[src/rtl/pipe_stage_reg.sv]
// Pipeline stage register with valid/ready handshake, flush-to-bubble and saturating stall counter.
// Define PIPE_STAGE_SKID_EN for the two-entry skid buffer with a registered in_ready.
module pipe_stage_reg #(
    parameter int unsigned DATA_W = 256,
    parameter int unsigned CTRL_W = 16,
    parameter int unsigned CNT_W  = 16
) (
    input  logic              clk,
    input  logic              rst,
    input  logic              in_valid,
    output logic              in_ready,
    input  logic [DATA_W-1:0] in_data,
    input  logic [CTRL_W-1:0] in_ctrl,
    output logic              out_valid,
    input  logic              out_ready,
    output logic [DATA_W-1:0] out_data,
    output logic [CTRL_W-1:0] out_ctrl,
    input  logic              flush,
    input  logic              cnt_clr,
    output logic [CNT_W-1:0]  stall_cnt
);

    localparam logic [CNT_W-1:0] CNT_MAX = '1;

    logic              accept_c;
    logic              xfer_c;
    logic              out_valid_q, out_valid_d;
    logic [DATA_W-1:0] main_data_q, main_data_d;
    logic [CTRL_W-1:0] main_ctrl_q, main_ctrl_d;
    logic [CNT_W-1:0]  stall_cnt_q, stall_cnt_d;

`ifdef PIPE_STAGE_SKID_EN
    typedef enum logic [1:0] {
        ST_EMPTY = 2'd0,
        ST_ONE   = 2'd1,
        ST_TWO   = 2'd2
    } state_e;

    state_e            state_q, state_d;
    logic              in_ready_q, in_ready_d;
    logic [DATA_W-1:0] skid_data_q, skid_data_d;
    logic [CTRL_W-1:0] skid_ctrl_q, skid_ctrl_d;

    assign accept_c = in_valid && in_ready_q && !flush;
    assign xfer_c   = out_valid_q && out_ready;

    // Main/skid occupancy; flush keeps data untouched and only kills control.
    always_comb begin
        state_d     = state_q;
        main_data_d = main_data_q;
        main_ctrl_d = main_ctrl_q;
        skid_data_d = skid_data_q;
        skid_ctrl_d = skid_ctrl_q;
        if (flush) begin
            state_d     = ST_EMPTY;
            main_ctrl_d = '0;
            skid_ctrl_d = '0;
        end else begin
            case (state_q)
                ST_EMPTY: begin
                    if (accept_c) begin
                        state_d     = ST_ONE;
                        main_data_d = in_data;
                        main_ctrl_d = in_ctrl;
                    end
                end
                ST_ONE: begin
                    if (xfer_c && accept_c) begin
                        main_data_d = in_data;
                        main_ctrl_d = in_ctrl;
                    end else if (xfer_c) begin
                        state_d     = ST_EMPTY;
                        main_ctrl_d = '0;
                    end else if (accept_c) begin
                        state_d     = ST_TWO;
                        skid_data_d = in_data;
                        skid_ctrl_d = in_ctrl;
                    end
                end
                ST_TWO: begin
                    if (xfer_c) begin
                        state_d     = ST_ONE;
                        main_data_d = skid_data_q;
                        main_ctrl_d = skid_ctrl_q;
                        skid_ctrl_d = '0;
                    end
                end
                default: begin
                    state_d     = ST_EMPTY;
                    main_ctrl_d = '0;
                    skid_ctrl_d = '0;
                end
            endcase
        end
        out_valid_d = (state_d != ST_EMPTY);
        in_ready_d  = (state_d != ST_TWO);
    end

    always_ff @(posedge clk or negedge rst) begin
        if (!rst) begin
            state_q     <= ST_EMPTY;
            in_ready_q  <= 1'b1;
            skid_data_q <= '0;
            skid_ctrl_q <= '0;
        end else begin
            state_q     <= state_d;
            in_ready_q  <= in_ready_d;
            skid_data_q <= skid_data_d;
            skid_ctrl_q <= skid_ctrl_d;
        end
    end

    assign in_ready = in_ready_q;
`else
    logic in_ready_c;

    // Single entry: space exists when empty or when the held entry leaves this cycle.
    assign in_ready_c = !out_valid_q || out_ready;
    assign accept_c   = in_valid && in_ready_c && !flush;
    assign xfer_c     = out_valid_q && out_ready;

    always_comb begin
        out_valid_d = out_valid_q;
        main_data_d = main_data_q;
        main_ctrl_d = main_ctrl_q;
        if (flush) begin
            out_valid_d = 1'b0;
            main_ctrl_d = '0;
        end else if (accept_c) begin
            out_valid_d = 1'b1;
            main_data_d = in_data;
            main_ctrl_d = in_ctrl;
        end else if (xfer_c) begin
            out_valid_d = 1'b0;
            main_ctrl_d = '0;
        end
    end

    assign in_ready = in_ready_c;
`endif

    // Back-pressure counter: clear wins, saturates instead of wrapping.
    always_comb begin
        stall_cnt_d = stall_cnt_q;
        if (cnt_clr) begin
            stall_cnt_d = '0;
        end else if (out_valid_q && !out_ready && (stall_cnt_q != CNT_MAX)) begin
            stall_cnt_d = stall_cnt_q + CNT_W'(1);
        end
    end

    always_ff @(posedge clk or negedge rst) begin
        if (!rst) begin
            out_valid_q <= 1'b0;
            main_data_q <= '0;
            main_ctrl_q <= '0;
            stall_cnt_q <= '0;
        end else begin
            out_valid_q <= out_valid_d;
            main_data_q <= main_data_d;
            main_ctrl_q <= main_ctrl_d;
            stall_cnt_q <= stall_cnt_d;
        end
    end

    assign out_valid = out_valid_q;
    assign out_data  = main_data_q;
    assign out_ctrl  = main_ctrl_q;
    assign stall_cnt = stall_cnt_q;

endmodule
[config.mk]
export PLATFORM = sky130hd
export DESIGN_NAME = pipe_stage_reg
export DESIGN_NICKNAME = d
export VERILOG_FILES = /design/src/rtl/pipe_stage_reg.sv
export SDC_FILE = /design/constraint.sdc
export NUM_CORES = 1
export LEC_CHECK = 0
export BUFFER_PORTS_ARGS = -buffer_cell sky130_fd_sc_hd__buf_4
export CORE_AREA = 10 10 211 213
export CTS_CLUSTER_DIAMETER = 80
export CTS_CLUSTER_SIZE = 8
export DETAILED_ROUTE_END_ITERATION = 6
export DIE_AREA = 0 0 221 223
export PLACE_DENSITY = 0.62
export SLEW_MARGIN = 20
export SYNTH_ARGS = -nofsm -noshare
export SYNTH_HDL_FRONTEND = slang
export SYNTH_SLANG_ARGS = --single-unit
[constraint.sdc]
create_clock -name clk -period 2.1 [get_ports clk]
set_input_delay 0.315 -clock clk [delete_from_list [all_inputs] [get_ports clk]]
set_output_delay 0.315 -clock clk [all_outputs]
set_load 0.01 [all_outputs]
Word level (Yosys, flattened, before mapping)
Index checks and enable logic that the tools add are counted.
- register bits: 289
- logic and storage cells: 27
- $add $sub $neg: 1
- eq/ne operators: 1
- muxes and demuxes: 8
- bitwise gates (word level): 1
- reductions and logical operators: 12
- operator list (cell ; count):
    $mux 16 ; 5
    $add 16x1->16 const B ; 1
    $ne 16x16->1 const B ; 1
    $logic_and 1x1->1 ; 5
    $logic_not 1->1 ; 3
    $mux 1 ; 3
    $reduce_bool 3->1 ; 1
    $reduce_and 2->1 ; 1
    $reduce_bool 2->1 ; 1
    $logic_or 1x1->1 ; 1
    $not 1->1 ; 1

Longest topological paths before layout
- word-level depth: 6
- mapped depth: 7
- depth with buffers taken out: 5

Least setup slack after synthesis
No wires, ideal clock.
- kind: register -> register
- start point: register stall_cnt_q[0], in the netlist stall_cnt[0]
- end point: register stall_cnt_q[14], in the netlist stall_cnt[14]
- setup time: 0.078 ns
- arrival: 1.842 ns
- setup slack: 0.180 ns
- stages on the path, launching flop included: 6
- path buffers: 0
- period minus slack after synthesis: 1.920 ns
- cell sequence: dfrtp_1 -> ha_1 -> nand4_2 -> or4_1 -> or4_1 -> a21oi_1
- longest elaborated chain between the ends: 3
- elaborated cells on any way between the ends: 6
- classes of those cells: add/sub (1); eq/ne (1); mux (2); reduce/logical (2)
- ends and longest elaborated chain (element ; RTL line ; text):
    start: declaration ; 30 ; logic [CNT_W-1:0] stall_cnt_q, stall_cnt_d;
    start signal: assignment ; 162 ; stall_cnt_q <= stall_cnt_d;
    $add 16x1->16 or $ne 16x16->1 (tied branches) ; 148, 147 ;
    $mux 16 or $logic_and 1x1->1 (tied branches) ; 147 ; end else if (out_valid_q && !out_ready && (stall_cnt_q != CNT_MAX)) begin
    $mux 16 or $reduce_bool 2->1 (tied branches) ; n/a ;
Parallel ways exist; a longest one is shown, timed or not. The select of a mux whose other input is x is not followed.
A chain may end at the register's enable or synchronous reset.

Final worst setup path
Same ends and word-level chain as after synthesis.

==> results.yml <==
outcome:
  run_status: "finished, final reports clean"
place:
  place_congestion: 0.791
  dpl.hpwl_mm: 30.3
  io_buffers: 567
global_route:
  grt_pass1_wl_mm: 64.5
  grt_max_degree: 62
  overflow: 0
  antenna_found_initial: 4
  grt_pass1_vias: 10800
  grtUsageTotal_pct: 16.5
clock_tree:
  clock_latency_ns: 0.54
  htreeDepth: 2
  root_buffer: "clkbuf_16"
  numCtsBuffers: 42
  postCtsResizedCells: 0
  cts_buffer_depth: 3
  clk_pin_slew_worst_paths_ns: 0.05
  clock-sinks: 289
  cts_tree: "built"
routing:
  antenna_left: 0
  drc: 0
  wirelength_mm: 41.9
  dr.pass1.iters: 4
  drt_iter0_markers: 356
  wl_per_cell_um: 19.8
  vias_per_cell: 4.39
  vias: 9266
pwr:
  p_seq_share_pct: 40.5
  internal_power_w: 0.0126
  power_w: 0.0171
  ir_worst_vdd_mv: 0.622
  combPwrFrac_pct: 24.2
  p_sw_w: 0.00448
  clockPowerShare_pct: 35.3
  p_sw_share_pct: 26.2
  p_per_area_mw_per_mm2: 855
  leakage_nw: 9.29
die:
  dieArea_mm2: 0.0493
  io_pins: 568
  rows: 74
  core_area_mm2: 0.0404
  die_x_um: 221
  initial_core_util_pct: 27.2
  chipHeight_um: 223
worst_setup_path:
  cp_max_fo: 4
  end_kind: "flop"
  cp.arrival_ns: 2.44
  critPathRequiredTime_ns: 2.56
  criticalPathCategory: "flop to flop"
  cp-start-kind: "flop"
  reg2reg_slack_ns: 0.12
synthesis:
  syn_nets: 962
  ys_async_sr_fraction_pct: 100
  netlist.area_leader.share_pct: 65.9
  synth.avg_cell_area_um2: 16.1
  synth-seq-cells: 289
  synth.most_common_cell: "dfrtp_1"
  synth_edf_count: 0
  synth_cell_type_count: 26
  synth_area_mm2: 0.0110
  ys_top_cells_by_count: "289 x dfrtp_1, 260 x mux2_2, 30 x buf_2"
  yosysTopAreaCell: "dfrtp_1"
  yosys_warnings: 0
  synthFlopType: "dfrtp_1"
  syn_inst: 683
  synth_area_leaders: "dfrtp_1 66%, mux2_2 27%, buf_2 1.4%"
  yosysSeqAreaShare_pct: 65.9
sta:
  finalSetupViolations: 0
  rsz0062_at_grt: "false"
  worst_slew_pin_slew_ns: 0.459
  final.setup_skew_ns: 0.0158
  hold_violations: 0
  slew_viol_final: 0
  slew_headroom_pct: 69.4
  fin_crit_ns: 1.98
  post-route-period-util_pct: 94.3
  setup_tns_ns: 0
  fmax_ghz: 0.505
final_layout:
  fillers: 3414
  drive_gt1_share_pct: 58.4
  nets: 1850
  area_delta_synth_final_pct: 82.6
run:
  maxCapViolCount: 0
hold_path:
  hp-class: "primary input to flop"
[power groups by stage]
stage / combinational, W / sequential, W / clock [W]
floorplan: 0.000950 / 0.00736 / 0
global placement: 0.00370 / 0.00697 / 0
detailed placement: 0.00375 / 0.00699 / 0
CTS: 0.00419 / 0.00693 / 0.00623
global route: 0.00440 / 0.00705 / 0.00648
finish: 0.00414 / 0.00694 / 0.00604
[stage by stage]
stage               area (um^2)  setup WS (ns)  utilization [%]  hold WS, ns  std cells
floorplan                 11000          0.180                -       0.0194        683
global placement          16200          0.168             40.0        0.283       1787
detailed placement        16200          0.125             40.0        0.282       1787
CTS                       20000          0.122             49.6     0.000498       2106
global route              20000         0.0159             49.6       0.0165       2109
finish                    20000          0.120             49.6       0.0423       2110
[path summary, 6_finish.rpt]
kind / endpoint / start / cells after the start
setup / recovery: stall_cnt[14] / stall_cnt[0] / 5
hold / removal: out_data[40] / in_data[40] / 2
setup reg to reg: stall_cnt[14] / stall_cnt[0] / 5
hold reg to reg: out_ctrl[14] / out_ctrl[14] / 1
max in group asynchronous: out_data[2] / rst / 3
min in group asynchronous: out_data[33] / rst / 2
[area by class of cell]
cell class / count / area (um^2) / area share, %
clock buffers: 46 / 1130 / 5.64
clock inverters: 1 / 8.76 / 0.0437
flip-flops and latches: 289 / 7230 / 36.1
well taps: 532 / 666 / 3.32
repair buffers: 881 / 7410 / 37.0
diodes: 4 / 10.0 / 0.0500
multi-input cells: 355 / 3560 / 17.8
inverters: 2 / 7.51 / 0.0375
[registers in the layout, indices dropped and copies added (netlist names)]
register   flops
out_data     256
out_ctrl      16
stall_cnt     16
out_valid      1
[placed cells by master (no fill, tap or decap), types with 9 or more instances in the layout]
master	n
or4_1	12
o31ai_1	9
mux2_2	260
buf_4	599
a21oi_1	13
a22o_1	16
clkbuf_16	45
dfrtp_1	289
dlygate4sd3_1	272
buf_12	9
[critical path, stage by stage, from the launching register on]
cell	delay (ns)
dfrtp_1	0.35
ha_1	0.22
nand4_2	0.18
or4_1	0.57
or4_1	0.43
a21oi_1	0.16
[metal layers]
metal	vias up	share of wire (%)	GRT usage (%)
met5	-	0	0
met3	74	7.5	5.47
met2	351	54	29.9
li1	4239	-	-
met4	0	3.1	6.94
met1	4602	36	17.1
[repair_timing]
action	CTS	global route
endpoints found under the setup margin	0	0
setup buffers	0	0
hold buffers	272	0
endpoints found under the hold margin	311	0
[kinds of logic (layout without fill, tap and decap cells)]
group,Yosys count,after routing,synth area share (%)
flops,289,289,65.9
fa+ha+maj,1,1,0.114
compound gates,41,41,2.62
buf+inv,39,930,1.71
mux,260,260,26.7
other cells,0,4,0
simple gates,53,53,2.96
(Power assumes the default switching activity.)
